### config.mk
export PLATFORM = sky130hd
export DESIGN_NAME = msg_drop_scheduler
export DESIGN_NICKNAME = d
export VERILOG_FILES = /design/src/rtl/msg_drop_scheduler.sv
export SDC_FILE = /design/constraint.sdc
export NUM_CORES = 1
export LEC_CHECK = 0
export CORE_UTILIZATION = 55
export CTS_CLUSTER_SIZE = 16
export DETAILED_ROUTE_END_ITERATION = 16
export PLACE_DENSITY_LB_ADDON = 0.3
export SETUP_SLACK_MARGIN = 0.4
export SKIP_CTS_REPAIR_TIMING = 1
export SLEW_MARGIN = 0
export SYNTH_ARGS = -nofsm -noshare
export SYNTH_HDL_FRONTEND = slang
export SYNTH_SLANG_ARGS = --single-unit
### constraint.sdc
create_clock -name clk -period 10.38 [get_ports clk]
set_clock_uncertainty 0.2 [all_clocks]
set_input_delay 1.557 -clock clk [delete_from_list [all_inputs] [get_ports clk]]
set_output_delay 1.557 -clock clk [all_outputs]
set_load 0.03 [all_outputs]
### src/rtl/msg_drop_scheduler.sv
// msg_drop_scheduler: per-message drop policy controller driving msg_dropper.drop
// Snoops the msg_in Avalon-ST handshake (mon_*) and commits one drop decision per
// message at SOP accept, frozen until EOP accept.
// Policies (cfg_mode): 0 pass-all, 1 drop-all, 2 one-in-cfg_period, 3 token bucket
// (cfg_burst capacity, cfg_refill tokens every cfg_interval cycles).
// Ports: clk, rst_n (async active-low); mon_valid/ready/sop/eop snooped beats;
// cfg_* policy config; cfg_load reloads bucket, timer and message index;
// stat_clr clears statistics; drop to dropper; tokens bucket level;
// drop_cnt/pass_cnt saturating message statistics.
// Optional: define MSG_DROP_SCHED_STATS_EN to build the statistics counters,
// otherwise drop_cnt/pass_cnt read 0 and stat_clr is ignored.
module msg_drop_scheduler #(
  parameter int TOK_W = 16,
  parameter int TMR_W = 16,
  parameter int CNT_W = 32
) (
  input  logic             clk,
  input  logic             rst_n,
  input  logic             mon_valid,
  input  logic             mon_ready,
  input  logic             mon_sop,
  input  logic             mon_eop,
  input  logic [1:0]       cfg_mode,
  input  logic [TOK_W-1:0] cfg_period,
  input  logic [TOK_W-1:0] cfg_refill,
  input  logic [TMR_W-1:0] cfg_interval,
  input  logic [TOK_W-1:0] cfg_burst,
  input  logic             cfg_load,
  input  logic             stat_clr,
  output logic             drop,
  output logic [TOK_W-1:0] tokens,
  output logic [CNT_W-1:0] drop_cnt,
  output logic [CNT_W-1:0] pass_cnt
);
  typedef enum logic {IDLE, IN_MSG} state_t;
  state_t state, state_nxt;
  logic [TMR_W-1:0] timer, timer_nxt;
  logic [TOK_W-1:0] idx, idx_nxt, tok_nxt;
  logic [TOK_W:0] tok_sum, tok_cap;
  logic acc, sop_acc, eop_acc, commit, wrap, consume, decide, drop_nxt;
  assign acc = mon_valid & mon_ready;
  assign sop_acc = acc & mon_sop;
  assign eop_acc = acc & mon_eop;
  always_ff @(posedge clk or negedge rst_n)
    if (!rst_n) state <= IDLE;
    else state <= state_nxt;
  // Non-SOP beats in IDLE and SOP beats in IN_MSG are protocol errors and ignored.
  always_comb begin
    state_nxt = state;
    commit = 1'b0;
    if (state == IDLE) begin
      commit = sop_acc;
      state_nxt = (sop_acc && !eop_acc) ? IN_MSG : IDLE;
    end else if (eop_acc && !mon_sop) state_nxt = IDLE;
  end
  assign wrap = (cfg_interval != '0) && (timer >= cfg_interval - TMR_W'(1));
  assign timer_nxt = (cfg_load || wrap || cfg_interval == '0) ? '0 : timer + TMR_W'(1);
  // A pass in mode 3 normally sees a nonzero bucket; the guard covers the one-cycle
  // lag after a switch into mode 3 so the bucket never underflows.
  assign consume = commit & ~drop & (cfg_mode == 2'd3) & (tokens != '0);
  // One extra bit so refill on top of a nearly full bucket cannot wrap before the cap.
  assign tok_sum = {1'b0, tokens} - (TOK_W+1)'(consume) + (wrap ? {1'b0, cfg_refill} : '0);
  assign tok_cap = (tok_sum > {1'b0, cfg_burst}) ? {1'b0, cfg_burst} : tok_sum;
  assign tok_nxt = cfg_load ? cfg_burst : wrap ? tok_cap[TOK_W-1:0] : tok_sum[TOK_W-1:0];
  assign idx_nxt = cfg_load ? '0 :
                   !commit ? idx :
                   (cfg_period <= TOK_W'(1) || idx >= cfg_period - TOK_W'(1)) ? '0 :
                   idx + TOK_W'(1);
  // Decision is taken on the post-update bucket/index so back-to-back messages see
  // the effect of the previous commit.
  assign decide = (cfg_mode == 2'd0) ? 1'b0 :
                  (cfg_mode == 2'd1) ? 1'b1 :
                  (cfg_mode == 2'd2) ? (cfg_period != '0 && idx_nxt == cfg_period - TOK_W'(1)) :
                  (tok_nxt == '0);
  assign drop_nxt = (state_nxt == IDLE) ? decide : drop;
  always_ff @(posedge clk or negedge rst_n)
    if (!rst_n) begin
      drop <= 1'b0;
      tokens <= '0;
      timer <= '0;
      idx <= '0;
    end else begin
      drop <= drop_nxt;
      tokens <= tok_nxt;
      timer <= timer_nxt;
      idx <= idx_nxt;
    end
`ifdef MSG_DROP_SCHED_STATS_EN
  always_ff @(posedge clk or negedge rst_n)
    if (!rst_n) begin
      drop_cnt <= '0;
      pass_cnt <= '0;
    end else begin
      drop_cnt <= stat_clr ? '0 : (commit && drop && !(&drop_cnt)) ? drop_cnt + CNT_W'(1) : drop_cnt;
      pass_cnt <= stat_clr ? '0 : (commit && !drop && !(&pass_cnt)) ? pass_cnt + CNT_W'(1) : pass_cnt;
    end
`else
  logic stats_unused;
  assign stats_unused = stat_clr;
  assign drop_cnt = '0;
  assign pass_cnt = '0;
`endif
endmodule
==> impl_metrics.toml <==
[run_status]
status = "complete, no violations"

[timing]
setup-tns-final_ps = 0
max-slew-margin-rel_pct = 42.4
tightest_slew_ps = 859
fin_crit_sh_pct = 90.2
rsz0062_at_grt = "no"
hold_viol = 0
finalMaxSlewViolations = 0
finalSetupViolations = 0
fmax_mhz = 107
fin_crit_ps = 9360

[synth]
synth_flop_cell = "dfrtp_1"
synth_seq_cells = 50
yosysSeqAreaShare_pct = 20.5
synth_edf_count = 0
synthArstFlopShare_pct = 100
ys_warn_count = 0
syn-cell-area_sq_mm = 0.00610
avgSynthCellArea_sq_um = 8.13
syn_inst = 751
synthDistinctLibCells = 72

[global_routing]
grt_pass1_vias = 5236
grt.total_usage_pct = 25.9
grt_pass1_wl_um = 23900
grt_overflow = 0
antenna_found_initial = 0
grt_start_max_net_pins = 51

[worst_setup_path]
reg2regPathDepth = 29
critPathKind = "in -> reg"
cp_top_family = "simple AND/OR/NAND/NOR gates"
cpPeakStageDelay_ps = 570
worstSetupEndpointType = "flip-flop"
cp.depth = 32
cp_slowest_cell = "or4_1"
critPathMaxFanout = 10
start_kind = "input port"
reg2reg_from = "timer[0]$_DFF_PN0_"
r2r_setup_slack_ps = 3530
crit_buf_inv = 3
cp_common_cell = "ha_1"
cp.required_ps = 10370
crit_arrival_ps = 9350
endpoint = "tokens[0]$_DFF_PN0_"
r2r-end = "tokens[0]$_DFF_PN0_"
worstSetupStartpoint = "cfg_interval[7]"

[floorplan]
fp-row-count = 38
ios = 155
start_util_pct = 56.3
dieArea_sq_mm = 0.0115
die_height_um = 107
coreArea_sq_mm = 0.0108
fp.dieW_um = 107

[clocking]
cts_max_level = 2
cts_inserted_buffers = 5
clkLatencyLatePin_ps = 310
cts_tree = "built"
path_clk_slew_ps = 90
clockBufferDepth = 2
root_buffer = "clkbuf_8"
clkSinkCount = 50

[routing]
first_iter_violations = 241
dr.pass1.iters = 5
ant_nets = 0
num_vias = 5479
via_per_inst = 5.60
drc = 0
wl_per_cell_um = 14.7
wirelength_um = 14400

[finish]
layout_common_cells = "clkdlybuf4s50_1 (88), ha_1 (86), inv_1 (75), nand2_1 (71), conb_1 (64)"
final_common_cell = "clkdlybuf4s50_1"
num_antenna_cells = 0
drive_gt1_share_pct = 3.58
final_util_pct = 64.6
final_nets = 999
synthToLayoutAreaGrowth_pct = 14.8
num-fill-cells = 926

[placement]
dpl.hpwl_um = 12000
port_buffers = 89
gp_congestion = 0.904

[pwr]
peakVddDrop_mv = 0.162
fin_total_pwr_w = 0.00144
leakage_nw = 3.29
p_per_area_mw_per_mm2 = 206

[flow_run]
maxCapViolCount = 0

[min_path]
hold_class = "reg -> reg"
-- sequential cells by signal, indices dropped and copies added, names as in the netlist --
signal / cells
tokens: 16
drop: 1
idx: 16
timer: 16
state: 1
-- worst register-to-register path: cells and delay by family (launching register included) --
kind	cells	cell delay [ps]
mux	1	320
compound gates	13	3010
flops	1	430
fa+ha+maj	5	1350
buf+inv	3	240
xor+xnor	1	150
simple gates	6	1060
-- synth_stat cells, types with 14 or more instances --
| master | number | area share [%] |
|---|---|---|
| nand3_1 | 22 | 1.8 |
| nor4_1 | 17 | 1.7 |
| xnor2_1 | 41 | 5.9 |
| nor2_1 | 54 | 3.3 |
| inv_1 | 75 | 4.6 |
| a21oi_1 | 20 | 1.6 |
| xor2_1 | 32 | 4.6 |
| o21ai_0 | 35 | 2.9 |
| ha_1 | 86 | 18 |
| and3_1 | 14 | 1.4 |
| buf_4 | 64 | 7.9 |
| nor3_1 | 19 | 1.6 |
| nand2_1 | 71 | 4.4 |
| dfrtp_1 | 50 | 21 |
-- cell families (layout without fill, tap and decap cells) --
group | Yosys count | in the layout | synth area share [%]
AND/OR/NAND/NOR | 258 | 258 | 22.3
flip-flops | 50 | 50 | 20.5
other | 1 | 64 | 0.0614
buffers and inverters | 152 | 177 | 13.6
adder cells (fa/ha/maj) | 87 | 87 | 18.0
XOR/XNOR | 75 | 75 | 11.2
AO/OA/AOI/OAI | 125 | 125 | 13.8
multiplexers | 3 | 3 | 0.513
-- where the power goes --
| part | switching [W] | leakage [nW] | total (W) | internal [W] |
|---|---|---|---|---|
| logic | 0.000624 | 2.59 | 0.00107 | 0.000448 |
| clock network | 0.0000687 | 0.0441 | 0.000116 | 0.0000475 |
| registers | 0.0000281 | 0.657 | 0.000254 | 0.000226 |
| total | 0.000721 | 3.29 | 0.00144 | 0.000722 |
-- per-stage QoR --
step / instance area (sq um) / hold slack (ps) / worst slack, ps / cells
after CTS: 6960 / 331 / 752 / 977
after detailed placement: 6870 / 318 / 462 / 969
final: 7000 / 334 / 1020 / 979
after global placement: 6870 / 309 / 676 / 969
after global routing: 7000 / 364 / 489 / 979
after floorplan: 6340 / 274 / 2110 / 814
-- worst min path at each step --
stage	start	to	slack, ps	cells past startpoint
finish	timer[0]$_DFF_PN0_	timer[0]$_DFF_PN0_	330	1
global route	timer[0]$_DFF_PN0_	timer[0]$_DFF_PN0_	360	1
CTS	timer[0]$_DFF_PN0_	timer[0]$_DFF_PN0_	330	1
detailed placement	timer[0]$_DFF_PN0_	timer[0]$_DFF_PN0_	320	1
global placement	timer[0]$_DFF_PN0_	timer[0]$_DFF_PN0_	310	1
floorplan	timer[0]$_DFF_PN0_	timer[0]$_DFF_PN0_	270	1
-- per-layer routing --
layer	up-vias	global-route usage (%)	share of wire [%]
li1	2678	-	-
met4	0	6.85	1.6
met1	2613	32.7	43
met2	167	46.3	50
met5	-	0	0
met3	21	3.21	5.2
-- area by class of cell --
| type | instances | area [sq um] | area share (%) |
|---|---|---|---|
| Inverter | 75 | 282 | 4.02 |
| Clock buffer | 5 | 68.8 | 0.982 |
| Tap cell | 140 | 175 | 2.50 |
| Clock inverter | 3 | 21.3 | 0.304 |
| Multi-Input combinational cell | 612 | 4260 | 60.8 |
| Timing Repair Buffer | 94 | 948 | 13.5 |
| Sequential cell | 50 | 1250 | 17.9 |
Note: power is estimated with default switching activity, not from simulation.
